$ cat src/rtl/rom_loader.sv
// Byte-stream loader for the program memory: packs 4 bytes little-endian into
// a 32-bit word and writes words to consecutive addresses 0..DEPTH-1.
module rom_loader #(
    parameter int DEPTH  = 32,
    parameter int ADDR_W = 32
) (
    input  logic              clk,
    input  logic              rst,
    input  logic              start,
    input  logic              abort,
    input  logic              in_valid,
    input  logic [7:0]        in_data,
    output logic              in_ready,
    output logic              wr_en,
    output logic [ADDR_W-1:0] wr_addr,
    output logic [31:0]       wr_data,
    output logic              busy,
    output logic              done
);

    typedef enum logic [1:0] {
        IDLE  = 2'd0,
        LOAD  = 2'd1,
        WRITE = 2'd2,
        DONE  = 2'd3
    } state_t;

    localparam logic [ADDR_W-1:0] LAST_ADDR = ADDR_W'(DEPTH - 1);

    state_t              state_r;
    logic [1:0]          byte_idx_r;
    logic [ADDR_W-1:0]   word_addr_r;
    logic [31:0]         shift_r;
    logic                wr_en_r;
    logic [ADDR_W-1:0]   wr_addr_r;
    logic [31:0]         wr_data_r;
    logic                ready_s;
    logic                xfer_s;

    // abort must block a same-cycle byte, so ready cannot wait for the state change
    assign ready_s  = (state_r == LOAD) && !abort;
    assign xfer_s   = ready_s && in_valid;

    assign in_ready = ready_s;
    assign wr_en    = wr_en_r;
    assign wr_addr  = wr_addr_r;
    assign wr_data  = wr_data_r;
    assign busy     = (state_r == LOAD) || (state_r == WRITE);
    assign done     = (state_r == DONE);

    // Load sequencer: byte packing, write strobe generation and image addressing
    always_ff @(posedge clk or negedge rst) begin
        if (!rst) begin
            state_r     <= IDLE;
            byte_idx_r  <= 2'd0;
            word_addr_r <= '0;
            shift_r     <= 32'd0;
            wr_en_r     <= 1'b0;
            wr_addr_r   <= '0;
            wr_data_r   <= 32'd0;
        end else begin
            wr_en_r <= 1'b0;
            case (state_r)
                IDLE, DONE: begin
                    if (start) begin
                        state_r     <= LOAD;
                        byte_idx_r  <= 2'd0;
                        word_addr_r <= '0;
                        shift_r     <= 32'd0;
                    end else begin
                        state_r <= state_r;
                    end
                end
                LOAD: begin
                    if (abort) begin
                        state_r     <= IDLE;
                        byte_idx_r  <= 2'd0;
                        word_addr_r <= '0;
                        shift_r     <= 32'd0;
                    end else if (xfer_s) begin
                        shift_r[{byte_idx_r, 3'b000} +: 8] <= in_data;
                        byte_idx_r <= byte_idx_r + 2'd1;
                        if (byte_idx_r == 2'd3) begin
                            state_r   <= WRITE;
                            wr_en_r   <= 1'b1;
                            wr_addr_r <= word_addr_r;
                            wr_data_r <= {in_data, shift_r[23:0]};
                        end else begin
                            state_r <= LOAD;
                        end
                    end else begin
                        state_r <= LOAD;
                    end
                end
                WRITE: begin
                    byte_idx_r <= 2'd0;
                    if (abort) begin
                        state_r     <= IDLE;
                        word_addr_r <= '0;
                        shift_r     <= 32'd0;
                    end else if (word_addr_r == LAST_ADDR) begin
                        state_r <= DONE;
                    end else begin
                        state_r     <= LOAD;
                        word_addr_r <= word_addr_r + ADDR_W'(1);
                    end
                end
                default: begin
                    state_r <= IDLE;
                end
            endcase
        end
    end

endmodule

$ cat config.mk
export PLATFORM = sky130hd
export DESIGN_NAME = rom_loader
export DESIGN_NICKNAME = d
export VERILOG_FILES = /design/src/rtl/rom_loader.sv
export SDC_FILE = /design/constraint.sdc
export NUM_CORES = 1
export LEC_CHECK = 0
export ABC_AREA = 1
export CAP_MARGIN = 15
export CORE_ASPECT_RATIO = 0.6
export CORE_MARGIN = 2
export CORE_UTILIZATION = 45
export DETAILED_ROUTE_END_ITERATION = 10
export GPL_TIMING_DRIVEN = 0
export PLACE_DENSITY = 0.67
export SKIP_CTS_REPAIR_TIMING = 1
export SYNTH_ARGS = -nofsm -noshare
export SYNTH_HDL_FRONTEND = slang
export SYNTH_SLANG_ARGS = --single-unit
$ cat constraint.sdc
create_clock -name clk -period 3.3 [get_ports clk]
set_input_delay 0.66 -clock clk [delete_from_list [all_inputs] [get_ports clk]]
set_output_delay 0.66 -clock clk [all_outputs]
set_load 0.02 [all_outputs]
==> metrics.txt <==
CP Class in2out; metal3 WL 1.44 mm; grt ovf 0; reg2reg start byte_idx_r[0]$_DFFE_PN0P_; leakage power roughly 3.5 nW; core area about 0.013 mm²; top layer in use met4; CTS Buf Count 17; Die Area between 0.01 and 0.015 mm²; TritonCTS clock tree built; first-pass GRT wire length approximately 28 mm; NetSw roughly 0.0013 W; area leader, netlist dfrtp_1; Max Freq 0.355 GHz; post-route cell area about 0.0077 mm²; share of cells above drive strength 1 9.64%; Rows 32; Rel. slew slack ~52%; status finished clean; clock sinks roughly 130; diode count 0; Seq/Total Area, Yosys 51.5%; max-capacitance violation count 0; pin count of the biggest net entering global routing 87; ys flop type dfrtp_1; Post-synth ARST share 100%; met1 wire length 8.97 mm; endpoints failing setup 0; Die Ht between 90 and 100 µm; Synth warnings 0; reg-to-reg setup timing slack ~1.2 ns; Post-synth EDFFs 0; Max IR drop VDD roughly 0.0003 V; Worst Max-Slew Pin Slew 0.720 ns; critical-path cell list clkdlybuf4s50_1, inv_2, nand2_2, inv_1, clkdlybuf4s50_1; Post-Place Worst Slack 0.482 ns; initial antenna violation count 0; DR DRC count 0; Final period util a little under nine tenths; number of distinct library cells after synthesis 31; DRT iter0 DRCs approximately 420; final wirelength 16.9 mm; largest cells by area after synthesis dfrtp_1 (52%), nand2_1 (17%), o21ai_0 (6.2%); worst r2r path cells 7; P_int between 0.003 and 0.004 W; Via density between 5 and 6; placed cell areas approximately 0.0071 mm²; wire length on met2 roughly 6.4 mm; drt first pass iters 5; slowest CP cell clkdlybuf4s50_1; number of global-route vias before repair between 5,000 and 6,000; die width roughly 150 µm; flip-flop and latch area 0.00313 mm²; Avg WL per Cell 16.2 µm; Pwr Density about 580 mW/mm²; Crit path top cell by count clkdlybuf4s50_1; capturing element type of the critical path output pin; all-layer global routing usage about a quarter; sequential cell fraction of total power between 30 and 40%; Req. time, crit path roughly 2.6 ns; Mapped Nets between 700 and 800; vias 5,288; Initial Utilization approximately 47%; Comb power frac a little under a fifth; average size of a mapped cell about 8 µm²; CP Launch Type primary input; Net Sw Frac around 30%; Clock Power Share a little over two fifths; Fin. Hold Viols 0; Nets approximately 900; RePlAce Congestion between 0.9 and 1; r2r endpoint shift_r[23]$_DFFE_PN0P_; area growth from synthesis to final layout 27.4%; Post-Syn Area 0.00607 mm²; Worst EP arrival between 2 and 2.5 ns; fillers about 1,100; multi-input logic area 0.00252 mm²; Gate Count Post-Synth approximately 760; # IOs between 80 and 90; top-count cell post-synth nand2_1; clk_skew 0.0101 ns; Final Power around 0.0045 W; RSZ-0062 raised after global routing no; synthesized flop and latch total around 130; Root Buffer clkbuf_16; ANT nets after route 0; number of buffers on the longest clock path 2; CP max FO 7; post-detail-place hpwl between 10 and 15 mm; HP Class in2async; CP peak stage delay ~0.63 ns; H-tree levels 4; clk slew on worst S/H paths 0.06 ns; later-pin clock latency in the skew report approximately 0.42 ns; area share of the largest cell type after synthesis 51.5%; Synth top cells by count nand2_1 (276), dfrtp_1 (125), o21ai_0 (75); post-route setup slack approximately 0.48 ns; port bufs 80; fin crit period between 2 and 3 ns; Slew Limit Fails 0
==> registers in the layout, summed over array words and instances, names as in the netlist <==
register	flops
wr_en	1
shift_r	24
word_addr_r	32
state_r	2
byte_idx_r	2
wr_data	32
wr_addr	32
==> power groups by stage <==
stage / sequential, W / clock, W / combinational [W]
after global placement: 0.00170 / 0 / 0.000808
after floorplan: 0.00174 / 0 / 0.000465
final: 0.00168 / 0.00195 / 0.000840
after detailed placement: 0.00170 / 0 / 0.000828
after global routing: 0.00169 / 0.00205 / 0.000916
after CTS: 0.00168 / 0.00197 / 0.000835
==> critical path, delay by kind of cell <==
family	cells	cell delay, ns
buffers and inverters	4	1.39
and+or+nand+nor	1	0.11
==> cell usage in the layout, fill, tap and decap left out, types with 4 or more instances in the layout <==
cell / instances
nand2_2: 4
nor2_4: 7
clkdlybuf4s50_1: 79
nand3_1: 33
inv_2: 4
inv_1: 62
clkinv_4: 4
ha_1: 9
clkbuf_1: 4
dfrtp_1: 125
xor2_1: 10
nor3_1: 10
buf_2: 19
nand2_1: 276
o21ai_0: 75
buf_6: 5
nand4_1: 8
o21ai_1: 18
nor2_1: 65
clkbuf_16: 17
==> worst max-delay path by stage <==
stage | start | endpoint | slack [ns]
2_1_floorplan | state_r[0]$_DFFE_PN0N_ | shift_r[14]$_DFFE_PN0P_ | 1.51
3_3_place_gp | rst | wr_addr[22]$_DFFE_PN0P_ | -3.22
3_5_place_dp | abort | in_ready | 0.48
4_1_cts | abort | in_ready | 0.47
5_1_grt | abort | in_ready | 0.42
6_report | abort | in_ready | 0.48
==> per-stage QoR <==
step	TNS, ns	util, %	hold WS (ns)	instances
floorplan	0	-	0.364	758
global placement	-400.74	54.4	0.459	1008
detailed placement	0	54.6	0.461	1009
CTS	0	59.4	0.153	1041
global route	0	59.4	0.167	1041
finish	0	59.4	0.144	1041
==> logic make-up (layout without fill, tap and decap cells) <==
| group | count (synthesis) | in the layout | synth area share (%) |
|---|---|---|---|
| xor+xnor | 13 | 13 | 1.88 |
| buf+inv | 96 | 209 | 6.95 |
| simple gates | 417 | 417 | 29.5 |
| flops | 125 | 125 | 51.5 |
| fa+ha+maj | 9 | 9 | 1.86 |
| compound gates | 98 | 98 | 8.31 |
==> final cells by class <==
| type | count | area share [%] |
|---|---|---|
| timing repair buffer | 81 | 10.7 |
| inverter | 67 | 3.25 |
| buffer | 29 | 2.20 |
| clock buffer | 21 | 5.96 |
| clock inverter | 11 | 2.04 |
| multi-input combinational | 537 | 32.6 |
| sequential | 125 | 40.5 |
| tap | 170 | 2.75 |
==> per-layer routing <==
layer | vias up | global-route usage (%)
li1 | 2583 | -
met1 | 2464 | 40.2
met2 | 230 | 32.4
met3 | 11 | 6.41
met4 | 0 | 7.63
met5 | - | 0
No activity file was read; power rests on OpenSTA's default activity.
